$ cat src/rtl/regfile_pkg.sv
// Shared constants and helpers for the scoreboarded register file.
// Imported by the read-port and top-level modules.
package regfile_pkg;

    localparam int REGFILE_DATA_W = 32;
    localparam int REGFILE_ADDR_W = 5;
    localparam int REGFILE_NUM_RD = 2;

    // Widest pending vector popcount supports (ADDR_W up to 8).
    localparam int REGFILE_MAX_DEPTH = 256;

    function automatic int unsigned popcount(
        input logic [REGFILE_MAX_DEPTH-1:0] v
    );
        int unsigned n;
        n = 0;
        for (int i = 0; i < REGFILE_MAX_DEPTH; i++) begin
            n += 32'(v[i]);
        end
        return n;
    endfunction

endpackage

$ cat src/rtl/regfile_rd_port.sv
// One registered read port with write bypass and next-state busy.
// Holds its outputs when rd_en is low.
module regfile_rd_port
    import regfile_pkg::*;
#(
    parameter int DATA_W = REGFILE_DATA_W,
    parameter bit BYPASS = 1'b1
) (
    input  logic              clk,
    input  logic              rst_n,
    input  logic              rd_en,
    input  logic              is_zero,
    input  logic [DATA_W-1:0] mem_word,
    input  logic              pend_bit,
    input  logic              wr_hit,
    input  logic              rsv_hit,
    input  logic [DATA_W-1:0] wr_data,
    output logic [DATA_W-1:0] rd_data,
    output logic              rd_busy
);

    logic [DATA_W-1:0] data_nxt;
    logic              busy_nxt;

    always_comb begin
        data_nxt = mem_word;
        busy_nxt = rsv_hit | (pend_bit & ~wr_hit);
        if (BYPASS && wr_hit) begin
            data_nxt = wr_data;
        end
        if (is_zero) begin
            data_nxt = '0;
            busy_nxt = 1'b0;
        end
    end

    always_ff @(posedge clk or negedge rst_n) begin
        if (!rst_n) begin
            rd_data <= '0;
            rd_busy <= 1'b0;
        end else if (rd_en) begin
            rd_data <= data_nxt;
            rd_busy <= busy_nxt;
        end
    end

endmodule

$ cat src/rtl/regfile_sb.sv
// Multi-read-port register file with a per-register pending scoreboard.
// Owns the storage array, the pending vector and its population count.
module regfile_sb
    import regfile_pkg::*;
#(
    parameter int DATA_W   = REGFILE_DATA_W,
    parameter int ADDR_W   = REGFILE_ADDR_W,
    parameter int NUM_RD   = REGFILE_NUM_RD,
    parameter bit ZERO_REG = 1'b1,
    parameter bit BYPASS   = 1'b1
) (
    input  logic                     clk,
    input  logic                     rst_n,
    input  logic [NUM_RD-1:0]        rd_en,
    input  logic [NUM_RD*ADDR_W-1:0] rd_addr,
    output logic [NUM_RD*DATA_W-1:0] rd_data,
    output logic [NUM_RD-1:0]        rd_busy,
    input  logic                     wr_en,
    input  logic [ADDR_W-1:0]        wr_addr,
    input  logic [DATA_W-1:0]        wr_data,
    input  logic                     rsv_en,
    input  logic [ADDR_W-1:0]        rsv_addr,
    output logic [ADDR_W:0]          pend_cnt
);

    localparam int DEPTH = 2 ** ADDR_W;

    logic [DATA_W-1:0] mem [DEPTH];
    logic [DEPTH-1:0]  pend;
    logic [DEPTH-1:0]  pend_nxt;
    logic              wr_ok;
    logic              rsv_ok;

    assign wr_ok  = wr_en  && !(ZERO_REG && wr_addr  == '0);
    assign rsv_ok = rsv_en && !(ZERO_REG && rsv_addr == '0);

    // Reserve is applied last so a newer producer wins over writeback.
    always_comb begin
        pend_nxt = pend;
        if (wr_ok) begin
            pend_nxt[wr_addr] = 1'b0;
        end
        if (rsv_ok) begin
            pend_nxt[rsv_addr] = 1'b1;
        end
    end

    always_ff @(posedge clk or negedge rst_n) begin
        if (!rst_n) begin
            for (int i = 0; i < DEPTH; i++) begin
                mem[i] <= '0;
            end
            pend     <= '0;
            pend_cnt <= '0;
        end else begin
            if (wr_ok) begin
                mem[wr_addr] <= wr_data;
            end
            pend     <= pend_nxt;
            pend_cnt <= (ADDR_W+1)'(popcount(
                REGFILE_MAX_DEPTH'(pend_nxt)));
        end
    end

    for (genvar g = 0; g < NUM_RD; g++) begin : g_rd
        logic [ADDR_W-1:0] addr;

        assign addr = rd_addr[g*ADDR_W +: ADDR_W];

        regfile_rd_port #(
            .DATA_W (DATA_W),
            .BYPASS (BYPASS)
        ) u_port (
            .clk      (clk),
            .rst_n    (rst_n),
            .rd_en    (rd_en[g]),
            .is_zero  (ZERO_REG && addr == '0),
            .mem_word (mem[addr]),
            .pend_bit (pend[addr]),
            .wr_hit   (wr_en && wr_addr == addr),
            .rsv_hit  (rsv_en && rsv_addr == addr),
            .wr_data  (wr_data),
            .rd_data  (rd_data[g*DATA_W +: DATA_W]),
            .rd_busy  (rd_busy[g])
        );
    end

endmodule

$ cat config.mk
export PLATFORM = sky130hd
export DESIGN_NAME = regfile_sb
export DESIGN_NICKNAME = d
export VERILOG_FILES = /design/src/rtl/regfile_pkg.sv /design/src/rtl/regfile_rd_port.sv /design/src/rtl/regfile_sb.sv
export SDC_FILE = /design/constraint.sdc
export NUM_CORES = 2
export LEC_CHECK = 0
export ABC_CLOCK_PERIOD_IN_PS = 5800
export CAP_MARGIN = 10
export CORE_UTILIZATION = 50
export CTS_CLUSTER_DIAMETER = 60
export CTS_CLUSTER_SIZE = 8
export DETAILED_ROUTE_END_ITERATION = 8
export PLACE_DENSITY = 0.71
export SETUP_SLACK_MARGIN = 0.05
export SYNTH_ARGS = -nofsm -noshare
export SYNTH_HDL_FRONTEND = slang
export SYNTH_HIERARCHICAL = 1
export SYNTH_SLANG_ARGS = --single-unit
$ cat constraint.sdc
create_clock -name clk -period 5.8 [get_ports clk]
set_input_delay 0.58 -clock clk [delete_from_list [all_inputs] [get_ports clk]]
set_output_delay 0.58 -clock clk [all_outputs]
set_load 0.01 [all_outputs]
# After elaboration in Yosys (flattened, before gate mapping)
# Index checks and enable logic that the tools add are counted.
dict set report word_totals {
  in_bits 58
  elab_cells 135
  out_inout_bits 72
  ff_bits 1128
}
dict set report op_classes {
  n_mux 25
  n_addsub 31
  n_eq_ne 4
  magnitude_cmp 10
  bitwise 12
  n_reduce_logical 15
}
# cell n
set op_table {}
lappend op_table {{1024-bit bitwise mux} 1}
lappend op_table {{32-bit 2-to-1 mux} 11}
lappend op_table {{32-bit binary-select mux with 5-bit select} 2}
lappend op_table {{32-bit demux with 5-bit select} 1}
lappend op_table {{6-bit by 1-bit adder with 6-bit output} 26}
lappend op_table {{32-bit bitwise AND} 1}
lappend op_table {{32-bit inverter} 1}
lappend op_table {{32-bit bitwise OR} 1}
lappend op_table {{5-bit by 6-bit less-than comparator with 1-bit output, second input constant} 4}
lappend op_table {{5-bit == test} 4}
lappend op_table {{5-bit zero test} 4}
lappend op_table {{6-bit >= comparator, second input constant} 3}
lappend op_table {{5-bit inverter with 6-bit output} 3}
lappend op_table {{1-bit binary-select mux with 5-bit select} 2}
lappend op_table {{1-bit demux with 5-bit select} 2}
lappend op_table {{5-bit by 1-bit >= comparator with 1-bit output, second input constant} 2}
lappend op_table {{1-bit logical AND} 9}
lappend op_table {{5-bit by 1-bit adder with 6-bit output} 1}
lappend op_table {{6-bit by 1-bit less-than comparator with 1-bit output, second input constant} 1}
lappend op_table {{1-bit 2-to-1 mux} 6}
lappend op_table {{4-bit by 1-bit adder with 5-bit output} 1}
lappend op_table {{3-bit by 1-bit adder with 4-bit output} 1}
lappend op_table {{2-bit by 1-bit adder with 3-bit output} 1}
lappend op_table {{1-bit by 1-bit adder with 2-bit output} 1}
lappend op_table {{4 further kinds} 8}

# Longest topological paths before layout
dict set report logic_depth {
  word_depth 40
  mapped_depth 23
  mapped_depth_nobuf 21
}

# By module
# Netlist, hierarchy kept.
# module n_inst area_per_inst_um2 cells_per_inst seq_area_each_um2
set by_module_without_submodules {}
lappend by_module_without_submodules {regfile_sb 1 58265.9 4726 26575.5}
lappend by_module_without_submodules {regfile_rd_port 2 1639.1 146 825.8}

# Worst setup path before layout
# OpenSTA, ideal clock, no wires.
dict set report synth_path {
  kind {input-to-reg}
  startpoint {in wr_addr[2]}
  endpoint {reg pend_cnt[4]}
  t_required_ns 5.720
  stages 20
  arrival_ns 5.768
  setup_ns 0.080
  setup_slack_ns -0.048
  n_path_buf 2
  path_cell_list {buf_2 nor3b_2 nand2_1 buf_2 a22o_1 fa_1 inv_1 fa_1 inv_1 fa_1 inv_1 fa_1 fa_1 fa_1 inv_1 ha_1 fa_1 a21o_1 a21oi_1 xnor2_1}
}
dict set report synth_between {
  elab_cells_between_ends 44
  classes_between {add/sub (31); order compare (2); mux (4); bitwise (3); reduce/logical (4)}
}
# item line
set synth_rtl {}
lappend synth_rtl {{start, declared} regfile_sb.sv:19} ;# input logic [ADDR_W-1:0] wr_addr,
lappend synth_rtl {{5-bit by 6-bit less-than comparator with 1-bit output (implied by the code) / 5-bit by 1-bit >= comparator with 1-bit output (equally long branches)} regfile_sb.sv:41} ;# pend_nxt[wr_addr] = 1'b0;
lappend synth_rtl {{1-bit logical AND (implied by the code)} regfile_sb.sv:41}
lappend synth_rtl {{1-bit 2-to-1 mux (implied by the code)} regfile_sb.sv:41}
lappend synth_rtl {{1-bit demux with 5-bit select} regfile_sb.sv:41}
lappend synth_rtl {{32-bit inverter (no source line)} --}
lappend synth_rtl {{32-bit bitwise AND (no source line)} --}
lappend synth_rtl {{32-bit 2-to-1 mux (*)} regfile_sb.sv:40} ;# if (wr_ok) begin
lappend synth_rtl {{32-bit bitwise OR (no source line)} --}
lappend synth_rtl {{32-bit 2-to-1 mux (*)} regfile_sb.sv:43} ;# if (rsv_ok) begin
lappend synth_rtl {{net pend_nxt[17]} regfile_sb.sv:30} ;# logic [DEPTH-1:0] pend_nxt;
lappend synth_rtl {{6-bit by 1-bit adder with 6-bit output (*) (15 in a row)} regfile_pkg.sv:18} ;# n += 32'(v[i]);
lappend synth_rtl {{end signal, assigned} regfile_sb.sv:60} ;# pend_cnt <= (ADDR_W+1)'(popcount(
lappend synth_rtl {{end, declared} regfile_sb.sv:23} ;# output logic [ADDR_W:0] pend_cnt
# The timed path passes the listed nets; every way through them passes the cells marked *.
# A chain may end at the register's enable or synchronous reset.

# Final worst setup path
dict set report layout_path {
  startpoint {in wr_addr[3]}
  endpoint {reg pend_cnt[4]}
}
dict set report layout_between {
  elab_cells_between_ends 44
  classes_between {add/sub (31); order compare (2); mux (4); bitwise (3); reduce/logical (4)}
}
# item line
set layout_rtl {}
lappend layout_rtl {{5-bit by 6-bit less-than comparator with 1-bit output (implied by the code) / 5-bit by 1-bit >= comparator with 1-bit output (equally long branches)} regfile_sb.sv:41}
lappend layout_rtl {{1-bit logical AND (implied by the code)} regfile_sb.sv:41}
lappend layout_rtl {{1-bit 2-to-1 mux (implied by the code)} regfile_sb.sv:41}
lappend layout_rtl {{1-bit demux with 5-bit select} regfile_sb.sv:41}
lappend layout_rtl {{32-bit inverter (no source line)} --}
lappend layout_rtl {{32-bit bitwise AND (no source line)} --}
lappend layout_rtl {{32-bit 2-to-1 mux (*)} regfile_sb.sv:40}
lappend layout_rtl {{32-bit bitwise OR (no source line)} --}
lappend layout_rtl {{32-bit 2-to-1 mux (*)} regfile_sb.sv:43}
lappend layout_rtl {{net pend_nxt[21]} regfile_sb.sv:30}
lappend layout_rtl {{6-bit by 1-bit adder with 6-bit output (*) (11 in a row)} regfile_pkg.sv:18}
# Marks and branches as above.

==> results.toml <==
[worst_setup_path]
timing.critical_path.mode_cell = "fa_1"
slowest_delay_ns = 0.55
cp-startpoint = "wr_addr[3]"
regToRegStartpoint = "pend[25]$_DFF_PN0_"
crit_fanout = 4
critPathArrivalTime_ns = 6.23
crit_buf_inv = 6
crit_path_start_kind = "primary input"
critPathSlowestCell = "fa_1"
critical_path_required_ns = 6.48
critPathCaptureType = "flip-flop"
ff2ff_path_depth = 16
cp.depth = 20
r2r_setup_slack_ns = 0.80
cp_top_family = "adder cells"
reg2reg_to = "pend_cnt[4]$_DFF_PN0_"
crit_chain = "clkdlybuf4s50_1 -> buf_12 -> and4b_2 -> and3b_4 -> o21ai_0 -> fa_1 -> inv_1 -> fa_1 -> inv_1 -> fa_1 -> inv_1 -> fa_1 -> fa_1 -> fa_1 -> inv_1 -> ha_1 -> fa_2 -> a21o_1 -> a21oi_1 -> xnor2_1"
path_class = "in -> reg"
crit_end = "pend_cnt[4]$_DFF_PN0_"

[die]
initial_utilization_pct = 50.5
die-area_um2 = 124000
ios = 130
die_h_um = 353
core-area_um2 = 122000
die_w_um = 353
num_rows = 128

[routing]
num_vias = 43732
drtPass1Iterations = 7
routed_wl_mm = 198
drcViolationCount = 0
ant_nets = 0
drt-wirelength-per-cell_um = 30.0
drt_iter0_markers = 4174
routed_via_density = 6.64

[timing]
drv_slew = 0
whs_ns = 0.396
worst_pin_slew_ns = 1.35
finalCritPeriodShare_pct = 95.7
worst_slack_ns = 0.250
fmaxAchievable_ghz = 0.180
slew_headroom_pct = 9.78
finalHoldViolCount = 0
setup_viol = 0
rsz0062_at_grt = "false"
clock_skew_ns = 0.0318
period_minus_slack_ns = 5.55

[power_and_ir_drop]
power_uw = 26100
irDropWorstVdd_mv = 0.943
power_density_nw_per_um2 = 380
power.leakage_uw = 0.0320

[clock_network]
clock_sinks = 1128
tritoncts = "built"
worstSkewPairLatency_ns = 0.77
root_buffer = "clkbuf_16"
post-cts-setup-buffers = 0
htree_levels = 4
cts_buffer_depth = 3
cts-buffers-inserted = 161
path_clk_slew_ns = 0.05

[synth]
syn_nets = 5107
async_flop_share_pct = 100
synth_edf_count = 0
synth_top_area_cell = "dfrtp_1"
syn_inst = 5018
yosysWarnings = 6
avgSynthCellArea_um2 = 12.3
synth_top_cell_area_share_pct = 45.9
synth-main-ff-cell = "dfrtp_1"
synth_area_leaders = "dfrtp_1, mux2i_1, mux2_2"
yosysSeqAreaShare_pct = 45.9
yosys_register_bits = 1128
ys_types = 50
synth_area_um2 = 61500

[global_route]
grt_antenna_before_repair = 7
grtUsageTotal_pct = 31.4
grt_pass1_wl_mm = 294
grt_start_max_net_pins = 144
grt_pass1_vias = 44976
overflow = 0

[cells_and_area]
fin_util_pct = 56.2
layout_common_cells = "dfrtp_1, mux2i_1, mux2_2"
fill_cells = 10004
drive_gt1_share_pct = 28.1
final_common_cell = "dfrtp_1"
synthToLayoutAreaGrowth_pct = 11.4
final_nets = 5027

[place]
place_ws_ns = -0.613
port_buffers = 129
dp.final_hpwl_mm = 103
place_congestion = 0.874

[min_path]
min_path_type = "reg -> reg"

[run]
cap_violations = 0

[status]
status = "finished clean"
-- sequential cells by signal (all words and copies together), names as in the netlist --
name                 cells
mem                   1024
g_rd.u_port/rd_data     64
g_rd.u_port/rd_busy      2
pend                    32
pend_cnt                 6
-- worst min path at each step --
| stage | from | end | slack (ns) | depth (start not counted) |
|---|---|---|---|---|
| 2_1_floorplan | rst_n | g_rd[0].u_port/rd_busy$_DFFE_PN0P_ | 0.28 | 0 |
| 3_3_place_gp | mem[992]$_DFFE_PN0P_ | mem[992]$_DFFE_PN0P_ | 0.38 | 0 |
| 3_5_place_dp | mem[1011]$_DFFE_PN0P_ | mem[1011]$_DFFE_PN0P_ | 0.39 | 0 |
| 4_1_cts | rd_en[0] | g_rd[0].u_port/rd_data[13]$_DFFE_PN0P_ | 0.40 | 2 |
| 5_1_grt | mem[1019]$_DFFE_PN0P_ | mem[1019]$_DFFE_PN0P_ | 0.41 | 0 |
| 6_report | mem[1019]$_DFFE_PN0P_ | mem[1019]$_DFFE_PN0P_ | 0.40 | 0 |
-- where the power goes --
group          total, uW  switching [uW]  internal (uW)  leakage (uW)
Clock               8510            3410           5100       0.00215
Sequential         10600            1140           9450        0.0144
Combinational       6970            3340           3630        0.0154
Total              26100            7890          18200        0.0320
-- synthesized netlist by cell type (3+ instances only) --
library cell and instances:
dfrtp_1 1128, mux2i_1 1120, mux2_2 976, a22oi_1 536, nand3_1 266, buf_2 262
clkbuf_1 182, inv_1 106, nand4_1 67, o22ai_1 63, buf_1 46, nand2_1 32
fa_1 24, buf_6 21, nor2_1 17, xor2_1 17, a22o_1 16, buf_4 16
mux2_1 16, nor2b_1 12, buf_8 8, o21ai_0 8, ha_1 7, and2_1 6
and3_1 6, xnor2_1 6, nand2_2 5, a21oi_1 4, and3b_1 4, nand2b_1 4
nor4_1 4, o22ai_2 4, nor2_2 3, nor2_4 3, nor3b_2 3
-- cell families after synthesis --
group	count (synthesis)	share of synthesized area (%)
fa+ha+maj	31	0.923
compound gates	639	7.69
mux	2112	36.4
simple gates	442	3.87
xor+xnor	23	0.327
flops	1128	45.9
buf+inv	643	4.95
-- area by class of cell --
| cell class | instances | area [um^2] | share of cell area [%] |
|---|---|---|---|
| antenna | 3 | 7.51 | 0.0110 |
| inverter | 108 | 405 | 0.591 |
| tap | 1625 | 2030 | 2.97 |
| multi-input combinational | 3247 | 30600 | 44.6 |
| clock buffer | 169 | 4200 | 6.12 |
| clock inverter | 14 | 188 | 0.274 |
| timing repair buffer | 292 | 2900 | 4.23 |
| sequential | 1128 | 28200 | 41.2 |
-- what timing repair did --
item / CTS / global route
endpoints found under the hold margin: 72 / 0
resized for setup: 0 / 5
endpoints found under the setup margin: 0 / 1
hold buffers: 1 / 0
-- worst register-to-register path, delay by kind of cell, from the launching register on --
kind,cells,cell delay [ns]
adders and majority gates,8,3.56
DFF,1,0.43
xor gates and xnor gates,1,0.14
AOI/OAI and AO/OA,3,0.56
buffers and inverters,4,0.23
-- layer usage --
layer  GRT usage (%)  vias up  share of wire (%)
li1                -    18432                  -
met1            41.4    22613                 41
met2            48.9     2048                 45
met3            6.45      633                8.1
met4            16.5        6                5.6
met5               0        -              0.018
-- through the flow --
stage	instance area, um^2	std cells	TNS (ns)
floorplan	61600	5018	0
global placement	64100	6399	-1.83
detailed placement	64100	6399	-2.16
CTS	68500	6583	0
global route	68500	6585	0
finish	68500	6586	0
Power figures use the tool's default switching activity.
